$ cat config.mk
export PLATFORM = sky130hd
export DESIGN_NAME = timer_core_flat
export DESIGN_NICKNAME = d
export VERILOG_FILES = /design/src/rtl/timer_core_pkg.sv /design/src/rtl/timer_core_if.sv /design/src/rtl/timer_channel.sv /design/src/rtl/timer_core.sv /design/src/flat_wrapper.sv
export SDC_FILE = /design/constraint.sdc
export NUM_CORES = 1
export LEC_CHECK = 0
export ABC_CLOCK_PERIOD_IN_PS = 11400
export BUFFER_PORTS_ARGS = -buffer_cell sky130_fd_sc_hd__clkbuf_2
export CORE_ASPECT_RATIO = 0.7
export CORE_MARGIN = 3
export CORE_UTILIZATION = 25
export CTS_CLUSTER_SIZE = 8
export DETAILED_ROUTE_END_ITERATION = 8
export HOLD_SLACK_MARGIN = 0.1
export PLACE_DENSITY_LB_ADDON = 0.05
export SLEW_MARGIN = 20
export SYNTH_ARGS = -nofsm -noshare
export SYNTH_HDL_FRONTEND = slang
export SYNTH_SLANG_ARGS = --single-unit
export TNS_END_PERCENT = 10
$ cat constraint.sdc
create_clock -name clk -period 11.4 [get_ports clk]
set_clock_uncertainty 0.1 [all_clocks]
set_input_delay 1.71 -clock clk [delete_from_list [all_inputs] [get_ports clk]]
set_output_delay 1.71 -clock clk [all_outputs]
set_load 0.05 [all_outputs]
$ cat src/rtl/timer_core_pkg.sv
// Shared register offsets, CTRL/STATUS bit positions and the channel mode enum.
// No logic; constants only. No flow control.
package timer_core_pkg;

    localparam int REGS_PER_CH = 4;
    localparam int OFF_COUNT   = 0;
    localparam int OFF_RELOAD  = 1;
    localparam int OFF_CTRL    = 2;
    localparam int OFF_STATUS  = 3;

    localparam int CTRL_EN   = 0;
    localparam int CTRL_DIR  = 1;
    localparam int CTRL_IRE  = 2;
    localparam int CTRL_MODE = 3;

    localparam int STAT_EXPIRED = 0;
    localparam int STAT_RUNNING = 1;

    localparam int PRESCALE_W = 16;

    typedef enum logic {
        MODE_PERIODIC = 1'b0,
        MODE_ONESHOT  = 1'b1
    } mode_e;

    function automatic int reg_idx(input int ch, input int off);
        return REGS_PER_CH * ch + off;
    endfunction

endpackage

$ cat src/rtl/timer_core_if.sv
// Register bus between a master and timer_core: per-register strobes and read data.
// Writes land on the next clk edge; read data is combinational. No backpressure.
interface timer_core_if #(parameter int REGS = 10);
    logic [31:0]           data_in;
    logic [REGS-1:0][31:0] data_out;
    logic [REGS-1:0]       write_en;
    logic [REGS-1:0]       read_en;

    modport master (output data_in, write_en, read_en, input data_out);
    modport slave  (input data_in, write_en, read_en, output data_out);
endinterface

$ cat src/rtl/timer_channel.sv
// One timer channel: COUNT/RELOAD/CTRL registers plus sticky expired flag.
// Register writes and tick effects take one cycle. No backpressure; writes always accepted.
module timer_channel
    import timer_core_pkg::*;
#(
    parameter int WIDTH = 32
) (
    input  logic             clk,
    input  logic             reset,
    input  logic             tick,
    input  logic             wr_count,
    input  logic             wr_reload,
    input  logic             wr_ctrl,
    input  logic             wr_status,
    input  logic [31:0]      wr_dat,
    output logic [WIDTH-1:0] count,
    output logic [WIDTH-1:0] reload,
    output logic [3:0]       ctrl,
    output logic             expired
);

    localparam logic [WIDTH-1:0] ONE = WIDTH'(1);

    logic [WIDTH-1:0] count_q, count_d, reload_q, reload_d;
    logic             en_q, en_d, dir_q, dir_d, ire_q, ire_d, expired_q, expired_d;
    mode_e            mode_q, mode_d;
    logic             at_term, fire;
    logic             unused_dat;

    assign unused_dat = ^wr_dat;

    always_comb begin
        count_d   = count_q;
        reload_d  = reload_q;
        en_d      = en_q;
        dir_d     = dir_q;
        ire_d     = ire_q;
        mode_d    = mode_q;
        expired_d = expired_q;
        at_term   = dir_q ? (count_q == reload_q) : (count_q == '0);
        // A COUNT write suppresses both the advance and any expiry this cycle.
        fire      = en_q && tick && at_term && !wr_count;

        if (wr_count) begin
            count_d = wr_dat[WIDTH-1:0];
        end else if (en_q && tick) begin
            if (!at_term) begin
                count_d = dir_q ? count_q + ONE : count_q - ONE;
            end else if (mode_q == MODE_PERIODIC) begin
                count_d = dir_q ? '0 : reload_q;
            end
        end

        if (wr_reload) begin
            reload_d = wr_dat[WIDTH-1:0];
        end

        if (wr_ctrl) begin
            en_d   = wr_dat[CTRL_EN];
            dir_d  = wr_dat[CTRL_DIR];
            ire_d  = wr_dat[CTRL_IRE];
            mode_d = mode_e'(wr_dat[CTRL_MODE]);
        end else if (fire && mode_q == MODE_ONESHOT) begin
            en_d = 1'b0;
        end

        if (fire) begin
            expired_d = 1'b1;
        end else if (wr_status && wr_dat[STAT_EXPIRED]) begin
            expired_d = 1'b0;
        end
    end

    always_ff @(posedge clk) begin
        if (reset) begin
            count_q   <= '0;
            reload_q  <= '0;
            en_q      <= 1'b0;
            dir_q     <= 1'b0;
            ire_q     <= 1'b0;
            mode_q    <= MODE_PERIODIC;
            expired_q <= 1'b0;
        end else begin
            count_q   <= count_d;
            reload_q  <= reload_d;
            en_q      <= en_d;
            dir_q     <= dir_d;
            ire_q     <= ire_d;
            mode_q    <= mode_d;
            expired_q <= expired_d;
        end
    end

    assign count   = count_q;
    assign reload  = reload_q;
    assign ctrl    = {mode_q == MODE_ONESHOT, ire_q, dir_q, en_q};
    assign expired = expired_q;

endmodule

$ cat src/rtl/timer_core.sv
// Multi-channel timer with register decode, IRQSUM, optional prescaler (TIMER_CORE_PRESCALER_EN).
// Writes take one cycle, reads are combinational, irq_out is registered one cycle after state.
// No backpressure: every strobe is accepted in the cycle it is presented.
module timer_core
    import timer_core_pkg::*;
#(
    parameter int CHANNELS = 2,
    parameter int WIDTH    = 32,
    parameter int REGS     = 4 * CHANNELS + 2
) (
    input  logic         clk,
    input  logic         reset,
    timer_core_if.slave  bus,
    output logic         irq_out
);

    localparam int IRQSUM_IDX   = REGS_PER_CH * CHANNELS;
    localparam int PRESCALE_IDX = REGS_PER_CH * CHANNELS + 1;

    logic                             tick;
    logic [31:0]                      prescale_rd;
    logic [CHANNELS-1:0]              expired, ire;
    logic [CHANNELS-1:0][WIDTH-1:0]   count, reload;
    logic [CHANNELS-1:0][3:0]         ctrl;
    logic                             irq_q, irq_d;
    logic                             unused_bus;

    for (genvar c = 0; c < CHANNELS; c++) begin : g_ch
        timer_channel #(.WIDTH(WIDTH)) u_ch (
            .clk       (clk),
            .reset     (reset),
            .tick      (tick),
            .wr_count  (bus.write_en[reg_idx(c, OFF_COUNT)]),
            .wr_reload (bus.write_en[reg_idx(c, OFF_RELOAD)]),
            .wr_ctrl   (bus.write_en[reg_idx(c, OFF_CTRL)]),
            .wr_status (bus.write_en[reg_idx(c, OFF_STATUS)]),
            .wr_dat    (bus.data_in),
            .count     (count[c]),
            .reload    (reload[c]),
            .ctrl      (ctrl[c]),
            .expired   (expired[c])
        );
        assign ire[c] = ctrl[c][CTRL_IRE];
    end

`ifdef TIMER_CORE_PRESCALER_EN
    logic [PRESCALE_W-1:0] prescale_q, prescale_d, pcnt_q, pcnt_d;

    always_comb begin
        prescale_d = prescale_q;
        tick       = (pcnt_q == prescale_q);
        pcnt_d     = tick ? '0 : pcnt_q + PRESCALE_W'(1);
        // Reprogramming the divider restarts the shared count from zero.
        if (bus.write_en[PRESCALE_IDX]) begin
            prescale_d = bus.data_in[PRESCALE_W-1:0];
            pcnt_d     = '0;
        end
    end

    always_ff @(posedge clk) begin
        if (reset) begin
            prescale_q <= '0;
            pcnt_q     <= '0;
        end else begin
            prescale_q <= prescale_d;
            pcnt_q     <= pcnt_d;
        end
    end

    assign prescale_rd = 32'(prescale_q);
    assign unused_bus  = ^{bus.read_en, bus.write_en[IRQSUM_IDX]};
`else
    assign tick        = 1'b1;
    assign prescale_rd = '0;
    assign unused_bus  = ^{bus.read_en, bus.write_en[IRQSUM_IDX], bus.write_en[PRESCALE_IDX]};
`endif

    always_comb begin
        bus.data_out = '0;
        for (int c = 0; c < CHANNELS; c++) begin
            bus.data_out[reg_idx(c, OFF_COUNT)]  = 32'(count[c]);
            bus.data_out[reg_idx(c, OFF_RELOAD)] = 32'(reload[c]);
            bus.data_out[reg_idx(c, OFF_CTRL)]   = 32'(ctrl[c]);
            bus.data_out[reg_idx(c, OFF_STATUS)] = 32'({ctrl[c][CTRL_EN], expired[c]});
        end
        bus.data_out[IRQSUM_IDX]   = 32'(expired);
        bus.data_out[PRESCALE_IDX] = prescale_rd;
    end

    assign irq_d = |(expired & ire);

    always_ff @(posedge clk) begin
        if (reset) begin
            irq_q <= 1'b0;
        end else begin
            irq_q <= irq_d;
        end
    end

    assign irq_out = irq_q;

endmodule

$ cat src/flat_wrapper.sv
// flat-port wrapper written by rule: the top's interface ports become plain ports
module timer_core_flat import timer_core_pkg::*;
#(
    parameter int CHANNELS = 2,
    parameter int WIDTH    = 32,
    parameter int REGS     = 4 * CHANNELS + 2
)
  (clk, reset, irq_out, bus_data_in, bus_write_en, bus_read_en, bus_data_out);
  timer_core_if #(.REGS(REGS)) bus_i ();
  input  logic clk;
  input  logic reset;
  output logic irq_out;
  input wire logic [$bits(bus_i.data_in)-1:0] bus_data_in;
  input wire logic [$bits(bus_i.write_en)-1:0] bus_write_en;
  input wire logic [$bits(bus_i.read_en)-1:0] bus_read_en;
  output wire logic [$bits(bus_i.data_out)-1:0] bus_data_out;
  assign bus_i.data_in = bus_data_in;
  assign bus_i.write_en = bus_write_en;
  assign bus_i.read_en = bus_read_en;
  assign bus_data_out = bus_i.data_out;
  timer_core #(.CHANNELS(CHANNELS), .WIDTH(WIDTH), .REGS(REGS)) u_core (.clk(clk), .reset(reset), .bus(bus_i), .irq_out(irq_out));
endmodule
==> results of run 1 <==
[registers in the layout, indices dropped and copies added (netlist names)]
name and flops:
u_core.g_ch.u_ch.expired 2, u_core.g_ch.u_ch.en_q 2, u_core.irq_out 1, u_core.g_ch.u_ch.mode_q 2, u_core.g_ch.u_ch.reload 64, u_core.g_ch.u_ch.count 64
u_core.g_ch.u_ch.ire_q 2, u_core.g_ch.u_ch.dir_q 2
[cell usage in the layout, fill, tap and decap left out, types with 27 or more instances in the layout]
master,synthesis,final
o21ai_0,76,76
xor2_1,42,42
xnor2_1,76,76
a21o_1,39,39
ha_1,60,60
dfxtp_1,139,139
clkbuf_2,1,183
a21oi_1,94,93
nor2_1,164,164
nor3_1,27,27
nand2_1,94,94
nand3_1,34,34
mux2i_1,71,71
conb_1,1,178
[kinds of logic (layout without fill, tap and decap cells)]
kind of cell	count (synthesis)	count (layout)	share of synthesized area
AND/OR/NAND/NOR	423	423	0.169
AO/OA/AOI/OAI	362	362	0.209
adder cells (fa/ha/maj)	62	62	0.0686
flip-flops	139	139	0.241
XOR/XNOR	118	118	0.0896
other	1	178	0.000325
buffers and inverters	283	257	0.159
multiplexers	72	72	0.0626
[worst paths after layout]
kind | end | startpoint
setup / recovery | u_core.g_ch[1].u_ch.en_q | u_core.g_ch[1].u_ch.count[0]
hold / removal | u_core.g_ch[0].u_ch.count[17] | u_core.g_ch[0].u_ch.count[17]
setup reg to reg | u_core.g_ch[1].u_ch.en_q | u_core.g_ch[1].u_ch.count[0]
hold reg to reg | u_core.g_ch[0].u_ch.count[17] | u_core.g_ch[0].u_ch.count[17]
[power groups by stage]
stage               registers, mW  logic (mW)  clock network [mW]
floorplan                   0.699       0.640                   0
global placement            0.605       0.918                   0
detailed placement          0.605       0.914                   0
CTS                         0.594       0.919               0.633
global route                0.600       0.997               0.651
finish                      0.593       0.922               0.615
[through the flow]
step | hold slack, ns | std cells | worst slack, ns | instance area (µm²)
detailed placement | 0.418 | 2183 | 7.06 | 12300
global placement | 0.411 | 2183 | 7.11 | 12300
finish | 0.426 | 2214 | 6.85 | 12900
CTS | 0.431 | 2214 | 7.04 | 12900
floorplan | 0.385 | 1637 | 7.49 | 12200
global route | 0.467 | 2214 | 6.76 | 12900
[routing by layer]
layer,track usage,vias up
li1,-,5143
met1,0.284,5135
met2,0.275,282
met3,0.0293,18
met4,0.0306,0
met5,0,-
[layout make-up]
type | count | area [µm²] | share of cell area
inverters | 22 | 82.6 | 0.00640
repair buffers | 204 | 1070 | 0.0832
well taps | 603 | 754 | 0.0585
flip-flops and latches | 139 | 2780 | 0.216
clock buffers | 21 | 480 | 0.0373
multi-input cells | 1215 | 7580 | 0.588
clock inverters | 10 | 138 | 0.0107
[worst register-to-register path: stages (launching register included)]
cell	delay, ns
dfxtp_1	0.37
nor4_1	0.98
nand4_1	0.32
nor3_1	0.25
buf_4	0.26
nand2b_1	0.64
inv_1	0.41
nor2_1	0.72
a211oi_1	0.17
a21oi_1	0.15
nor2_1	0.05
==> results by group, run 1 <==
Setup path
  • Critical path arrival: 4.75 ns
  • Critical path endpoint category: flop
  • CP delay by family, top: simple AND/OR/NAND/NOR gates
  • Critical path's slowest cell: nor4_1
  • Worst R2R Path Depth: 10
  • WP buf/inv: 2
  • Setup CP Type: flop to flop
  • Slowest Stage Delay on Critical Path: 0.98 ns
  • Crit path depth: 10
  • Top cell by count, worst path: nor2_1
  • CP required: 11.60 ns
  • Setup crit start kind: flop
  • Crit path cell chain: nor4_1 > nand4_1 > nor3_1 > buf_4 > nand2b_1 > inv_1 > nor2_1 > a211oi_1 > a21oi_1 > nor2_1
  • Register-to-register setup slack: 6.85 ns
  • Crit-path max FO: 19

Timing
  • Unrepaired setup endpoints after global routing: false
  • Final Hold Viols: 0
  • Pins Over Slew Limit: 0
  • FMAX: 220 MHz
  • Final Setup Violations: 0
  • Tcrit/Tclk final: 0.399
  • Post-route setup TNS: 0 ns
  • Final worst path period need: 4.55 ns
  • Slew of the pin with the lowest slew margin: 1.14 ns
  • Slew HR: 0.232

Yosys
  • Post-synth top flop: dfxtp_1
  • Post-synth EDFFs: 0
  • Yosys cell types: 77
  • Share of the synthesized area in the top cell type: 0.241
  • Seq/Total Area, Yosys: 0.241
  • YS warnings: 0
  • Post-Syn Instances: 1,460
  • Top cells by area, synth: dfxtp_1, buf_4, ha_1, mux2i_1, xnor2_1
  • Asr flop ratio synth: 0
  • Syn avg cell area: 7.90 µm²
  • Synth top cells by count: buf_4, nor2_1, dfxtp_1, a21oi_1, nand2_1
  • Synthesized area: 11,500 µm²
  • Synth Register Bits: 139
  • Synth area leader: dfxtp_1
  • Most frequent cell after synthesis: buf_4

Layout
  • Fillers: 5,008
  • N_diodes: 0
  • Layout cells sized above 1: 0.163
  • NumNets Final: 1,715
  • Finished Core Util: 0.285
  • Synth-to-layout area growth: 11.9%

Hold path
  • Worst hold stages: 2
  • Worst hold path type: flop to flop

Placed design
  • Port bufs: 184
  • Gpl congestion: 0.875
  • Hpwl dp: 36,000 µm

Job
  • Maximum capacitance violations: 0

Clocking
  • Root Buffer Master: clkbuf_16
  • Number of gates resized after cts: 0
  • # hold bufs at CTS: 0
  • CTS tree: done
  • Cts bufs inserted: 17
  • Clock-pin slew on the worst setup and hold paths: 0.06 ns
  • Number of clock sinks: 139
  • CTS Buffer Depth: 2
  • H-tree depth: 4
  • Worst-Skew Late Latency: 0.45 ns
  • Post-CTS Setup Bufs: 0

Pwr
  • Worst VDD drop: 0.106 mV
  • Pleak: 5.88 nW
  • NetSw: 962 µW
  • PD cells: 165 nW/µm²
  • Internal power: 1.17 mW
  • Combinational power share: 0.433
  • Sw frac: 0.452
  • Clk pwr share: 0.289
  • Sequential Power Share: 0.278
  • Overall power: 2.13 mW

Status
  • Outcome: complete, no violations

Drt
  • DR WL/cell: 21.3 µm
  • Routed Antenna Nets: 0
  • Max layer used: met4
  • Met3 WL: 2320 µm
  • Initial DRC Count: 746
  • Via density: 4.78
  • Met2 wire length: 19,900 µm
  • First-pass detailed-route iteration total: 5
  • DRC viols: 0
  • Vias: 10,600
  • Total wire length: 47,100 µm
  • M1 WL: 24,500 µm

Floorplanning
  • Core region area: 45,300 µm²
  • Die width: 263 µm
  • Initial Util: 0.255
  • Io pins: 375
  • Die Span Y: 186 µm
  • Die area: 48,800 µm²
  • Row Count: 65

Global routing
  • Initial antenna violation count: 0
  • Grt ovf: 0
  • All-Layer GR Usage: 0.186
  • First-pass GRT wire length: 68,200 µm
  • Vias in the first global route: 9,698
  • Pin count of the biggest net entering global routing: 72
No activity file was read; power rests on OpenSTA's default activity.
==> run 2: changes to the inputs <==
Settings changed: ABC_CLOCK_PERIOD_IN_PS 11400 to 4350.
Clock period 11.4 ns to 4.35 ns, I/O delays scaled along.
==> run 2 against run 1 <==
Utilization up 0.18 points. Maximum frequency up 26%. Total power rose to 2.6 times the previous value. Global-route usage up 0.43 points. Highest routed layer unchanged. Critical path type unchanged. Non-clock buffer count up 11. Worst setup slack worse by 6.1 ns. Via count up 0.59%. Largest cell class unchanged. Sequential power rose to 2.6 times the previous value. Sequential cell count unchanged. Clock power rose to 2.6 times the previous value. Design area up 0.63%. Combinational power rose to 2.6 times the previous value.
==> results by group, run 2 (synthesis results as in run 1) <==
Floorplanning
  • Die Span Y: 186 µm (unchanged)
  • Io pins: 375 (unchanged)
  • Die width: 263 µm (unchanged)
  • Core region area: 45,300 µm² (unchanged)
  • Die area: 48,800 µm² (unchanged)
  • Initial Util: 0.255 (unchanged)
  • Row Count: 65 (unchanged)

Clocking
  • Cts bufs inserted: 17 (unchanged)
  • Root Buffer Master: clkbuf_16 (unchanged)
  • Worst-Skew Late Latency: 0.45 ns (about the same)
  • Clock-pin slew on the worst setup and hold paths: 0.06 ns (about the same)
  • Number of gates resized after cts: 0 (unchanged)
  • CTS Buffer Depth: 2 (unchanged)
  • Number of clock sinks: 139 (unchanged)
  • Post-CTS Setup Bufs: 0 (unchanged)
  • H-tree depth: 4 (unchanged)
  • # hold bufs at CTS: 0 (unchanged)
  • CTS tree: done (unchanged)

Layout
  • Fillers: 5,075 (was 5,008)
  • Most common cell after layout, fill and taps aside: clkbuf_2 (unchanged)
  • NumNets Final: 1,726 (was 1,715)
  • N_diodes: 0 (unchanged)
  • Multi-input combinational cell area: 7580 µm² (unchanged)
  • Most frequent cells in the layout: clkbuf_2, conb_1, nor2_1 (unchanged)
  • Layout cells sized above 1: 0.167 (was 0.163)
  • Storage cell area: 2780 µm² (unchanged)
  • Synth-to-layout area growth: 12.6% (was 11.9%)

Global routing
  • All-Layer GR Usage: 0.190 (was 0.186)
  • Vias in the first global route: 10,000 (was 9,698)
  • Grt ovf: 0 (unchanged)
  • First-pass GRT wire length: 69,700 µm (was 68,200 µm)
  • Pin count of the biggest net entering global routing: 52 (was 72)
  • Initial antenna violation count: 0 (unchanged)

Setup path
  • Register-to-register setup slack: 0.74 ns (was 6.85 ns)
  • Critical Path Source: u_core.g_ch[0].u_ch.dir_q (was u_core.g_ch[1].u_ch.count[0])
  • Reg-to-reg endpoint: u_core.g_ch[0].u_ch.count[19] (was u_core.g_ch[1].u_ch.en_q)
  • Critical path arrival: 3.88 ns (was 4.75 ns)
  • Setup crit start kind: flop (unchanged)
  • CP required: 4.62 ns (was 11.60 ns)
  • Setup CP Type: flop to flop (unchanged)
  • Worst R2R Path Depth: 12 (was 10)
  • Critical path endpoint category: flop (unchanged)
  • Crit-path max FO: 10 (was 19)
  • Worst R2R Start: u_core.g_ch[0].u_ch.dir_q (was u_core.g_ch[1].u_ch.count[0])

Pwr
  • Overall power: 5.56 mW (was 2.13 mW)
  • Pleak: 5.93 nW (was 5.88 nW)
  • Worst VDD drop: 0.249 mV (was 0.106 mV)
  • PD cells: 428 nW/µm² (was 165 nW/µm²)

Drt
  • Vias: 10,600 (about the same)
  • First-pass detailed-route iteration total: 5 (unchanged)
  • Initial DRC Count: 693 (was 746)
  • Total wire length: 47,200 µm (was 47,100 µm)
  • Routed Antenna Nets: 0 (unchanged)
  • DRC viols: 0 (unchanged)
  • DR WL/cell: 21.2 µm (was 21.3 µm)
  • Via density: 4.78 (about the same)

Placed design
  • Hpwl dp: 37,300 µm (was 36,000 µm)
  • Port bufs: 184 (unchanged)
  • Gpl congestion: 0.869 (was 0.875)
  • Dpl ws: 0.776 ns (was 7.06 ns)

Hold path
  • Worst hold path type: input pin to flop (was flop to flop)
  • Hold Path Sink: u_core.g_ch[0].u_ch.reload[30] (was u_core.g_ch[0].u_ch.count[17])
  • Hold path start: bus_data_in[30] (was u_core.g_ch[0].u_ch.count[17])
  • Worst hold stages: 3 (was 2)

Timing
  • Pins Over Slew Limit: 0 (unchanged)
  • Slew HR: 0.390 (was 0.232)
  • Slew of the pin with the lowest slew margin: 0.914 ns (was 1.14 ns)
  • Unrepaired setup endpoints after global routing: false (unchanged)
  • FMAX: 277 MHz (was 220 MHz)
  • Post-route setup TNS: 0 ns (unchanged)
  • Final Setup Violations: 0 (unchanged)
  • Setup ws final: 0.741 ns (was 6.85 ns)
  • Hold_ws: 0.400 ns (was 0.426 ns)
  • Final Hold Viols: 0 (unchanged)
  • Final worst path period need: 3.61 ns (was 4.55 ns)
  • Tcrit/Tclk final: 0.830 (was 0.399)

Status
  • Outcome: complete, no violations (unchanged)

Job
  • Maximum capacitance violations: 0 (unchanged)
[run 2: cell types whose count changed in the layout (fill, tap and decap cells not counted), sizes merged]
cell	before	now
buf	21	32
clkbuf	204	205
clkinv	3	6
clkinvlp	2	0
inv	24	23
[run 2: layer usage]
metal  GRT usage  part of all wire
met1       0.290              0.53
met2       0.283              0.43
met3      0.0279             0.040
met4      0.0346            0.0081
met5           0                 0
[run 2: worst max-delay path: stages (launching register included)]
cell      delay [ns]
dfxtp_1         0.31
inv_1           0.33
ha_1            0.33
a211oi_1        0.27
o21ai_0         0.22
o21ai_0         0.49
nand3b_1        0.25
a21o_1          0.29
a311o_1         0.38
xnor2_1         0.12
o21ai_0         0.15
o211ai_1        0.10
a21oi_1         0.19
[run 2: final cells by class]
type / instances / area share
well taps: 603 / 0.0581
clock buffers: 22 / 0.0358
multi-input cells: 1215 / 0.584
flip-flops and latches: 139 / 0.214
inverters: 22 / 0.00636
repair buffers: 215 / 0.0901
clock inverters: 10 / 0.0108
[run 2: power breakdown]
part	internal (mW)	switching (mW)
clock	0.935	0.640
sequential	1.37	0.181
combinational	0.740	1.69
total	3.05	2.51
[run 2: how the worst max path moves through the flow]
stage                                                to  slack [ns]  depth (start not counted)
final                     u_core.g_ch[0].u_ch.count[19]        0.74                         12
after global routing      u_core.g_ch[0].u_ch.count[29]        0.46                         12
after CTS                 u_core.g_ch[0].u_ch.count[29]        0.73                         12
after detailed placement  u_core.g_ch[0].u_ch.count[29]        0.78                         12
after global placement    u_core.g_ch[0].u_ch.count[29]        0.73                         12
after floorplan           u_core.g_ch[1].u_ch.count[30]        0.44                         13
[run 2: per-stage QoR]
step                cells  utilization  instance area (µm²)
floorplan            1637            -                12200
global placement     2194        0.273                12400
detailed placement   2194        0.273                12400
CTS                  2226        0.286                13000
global route         2226        0.286                13000
finish               2226        0.286                13000
==> run 3: changes to the inputs <==
Settings changed: ABC_CLOCK_PERIOD_IN_PS 4350 to 3490.
Clock period 4.35 ns to 3.49 ns, I/O delays scaled along.
==> run 3 against run 2 <==
Critical path depth unchanged. Maximum frequency up 8.1%. First-iteration DRC count up 21%. Die area unchanged. Combinational power up 32%. Global-route usage down 0.096 points. Sequential share of layout area down 0.93 points. Utilization up 1.3 points. Total power up 29%. Design area up 4.5%. Non-clock buffer count up 63. Clock power up 32%.
==> results by group, run 3 (synthesis results as in run 1) <==
Floorplanning
  • Die area: 48,800 µm² (unchanged)
  • Die width: 263 µm (unchanged)
  • Io pins: 375 (unchanged)
  • Die Span Y: 186 µm (unchanged)
  • Initial Util: 0.255 (unchanged)
  • Row Count: 65 (unchanged)
  • Core region area: 45,300 µm² (unchanged)

Layout
  • Most common cell after layout, fill and taps aside: clkbuf_2 (unchanged)
  • Synth-to-layout area growth: 17.7% (was 12.6%)
  • Most frequent cells in the layout: clkbuf_2, conb_1, nor2_1 (unchanged)
  • Fillers: 4,863 (was 5,075)
  • Final Cell Area: 13,600 µm² (was 13,000 µm²)
  • NumNets Final: 1,789 (was 1,726)
  • N_diodes: 0 (unchanged)
  • Layout cells sized above 1: 0.202 (was 0.167)
  • Finished Core Util: 0.299 (was 0.286)

Timing
  • Pins Over Slew Limit: 0 (unchanged)
  • Final Hold Viols: 0 (unchanged)
  • Setup ws final: 0.152 ns (was 0.741 ns)
  • Slew HR: 0.394 (was 0.390)
  • FMAX: 300 MHz (was 277 MHz)
  • Unrepaired setup endpoints after global routing: true (was false)
  • Hold_ws: 0.280 ns (was 0.400 ns)
  • Tcrit/Tclk final: 0.956 (was 0.830)
  • Final worst path period need: 3.34 ns (was 3.61 ns)
  • Slew of the pin with the lowest slew margin: 0.901 ns (was 0.914 ns)
  • Final Setup Violations: 0 (unchanged)

Global routing
  • Grt ovf: 0 (unchanged)
  • All-Layer GR Usage: 0.189 (was 0.190)
  • Vias in the first global route: 10,100 (was 10,000)
  • Initial antenna violation count: 1 (was 0)
  • Pin count of the biggest net entering global routing: 75 (was 52)
  • First-pass GRT wire length: 69,100 µm (was 69,700 µm)

Clocking
  • CTS Buffer Depth: 2 (unchanged)
  • Number of clock sinks: 139 (unchanged)
  • Root Buffer Master: clkbuf_16 (unchanged)
  • Cts bufs inserted: 17 (unchanged)
  • Worst-Skew Late Latency: 0.44 ns (was 0.45 ns)
  • H-tree depth: 4 (unchanged)
  • # hold bufs at CTS: 0 (unchanged)
  • CTS tree: done (unchanged)
  • Clock-pin slew on the worst setup and hold paths: 0.06 ns (about the same)

Setup path
  • Critical path endpoint category: flop (unchanged)
  • CP required: 3.69 ns (was 4.62 ns)
  • Setup crit start kind: flop (unchanged)
  • Critical path arrival: 3.54 ns (was 3.88 ns)
  • Crit-path max FO: 27 (was 10)
  • Setup CP Type: flop to flop (unchanged)

Placed design
  • Gpl congestion: 0.905 (was 0.869)
  • Hpwl dp: 37,600 µm (was 37,300 µm)
  • Dpl ws: 0.0997 ns (was 0.776 ns)
  • Placed Area: 12,900 µm² (was 12,400 µm²)
  • Port bufs: 184 (unchanged)

Job
  • Maximum capacitance violations: 0 (unchanged)

Drt
  • DRC viols: 0 (unchanged)
  • Routed Antenna Nets: 0 (unchanged)
  • DR WL/cell: 20.8 µm (was 21.2 µm)
  • First-pass detailed-route iteration total: 7 (was 5)
  • Total wire length: 47,500 µm (was 47,200 µm)
  • Initial DRC Count: 841 (was 693)
  • Vias: 10,800 (was 10,600)
  • Via density: 4.72 (was 4.78)

Pwr
  • Worst VDD drop: 0.337 mV (was 0.249 mV)
  • Pleak: 6.28 nW (was 5.93 nW)
  • PD cells: 529 nW/µm² (was 428 nW/µm²)

Status
  • Outcome: complete, no violations (unchanged)

Hold path
  • Worst hold path type: input pin to flop (unchanged)
-- run 3: per-layer routing --
metal | part of all wire | up-vias | global-route usage
met2 | 0.42 | 269 | 0.276
met4 | 0.015 | 2 | 0.0423
met5 | 0.00027 | - | 0
met3 | 0.046 | 34 | 0.0313
li1 | - | 5293 | -
met1 | 0.52 | 5201 | 0.287
-- run 3: what timing repair did --
item / 4_1_cts / 5_1_grt
setup endpoints to repair: 0 / 8
hold endpoints to repair: 0 / 0
buffers inserted: 0 / 0
gates resized for setup: 0 / 9
-- run 3: layout make-up --
class	count	area [µm²]	share of cell area
well taps	603	754	0.0556
repair buffers	278	1690	0.125
inverters	22	82.6	0.00609
multi-input cells	1215	7610	0.561
clock buffers	23	488	0.0360
flip-flops and latches	139	2780	0.205
clock inverters	9	159	0.0117
-- run 3: metrics by stage --
stage | std cells | power (mW) | TNS, ns
floorplan | 1637 | 4.37 | -2.81
global placement | 2257 | 5.13 | 0
detailed placement | 2257 | 5.11 | 0
CTS | 2289 | 7.23 | 0
global route | 2289 | 7.59 | -0.00948
finish | 2289 | 7.18 | 0
-- run 3: worst paths after layout --
check	from	to	slack, ns	cells past startpoint
max reg2reg	u_core.g_ch[1].u_ch.dir_q	u_core.g_ch[1].u_ch.count[28]	0.15	12
min	bus_write_en[3]	u_core.g_ch[0].u_ch.expired	0.28	4
max	u_core.g_ch[1].u_ch.dir_q	u_core.g_ch[1].u_ch.count[28]	0.15	12
min reg2reg	u_core.g_ch[1].u_ch.ire_q	u_core.g_ch[1].u_ch.ire_q	0.43	2
-- run 3: critical path, stage by stage (launching register included) --
cell       delay, ns
dfxtp_1         0.37
inv_1           0.09
buf_12          0.17
ha_1            0.29
and2_1          0.17
a2111oi_2       0.43
a31oi_4         0.21
a221oi_4        0.37
o21ai_1         0.20
a31oi_1         0.27
xnor2_1         0.13
a221oi_1        0.30
nor3_1          0.08
-- run 3: power breakdown --
group          internal [mW]  switching [mW]
clock network           1.28           0.799
logic                   1.02            2.18
registers               1.71           0.191
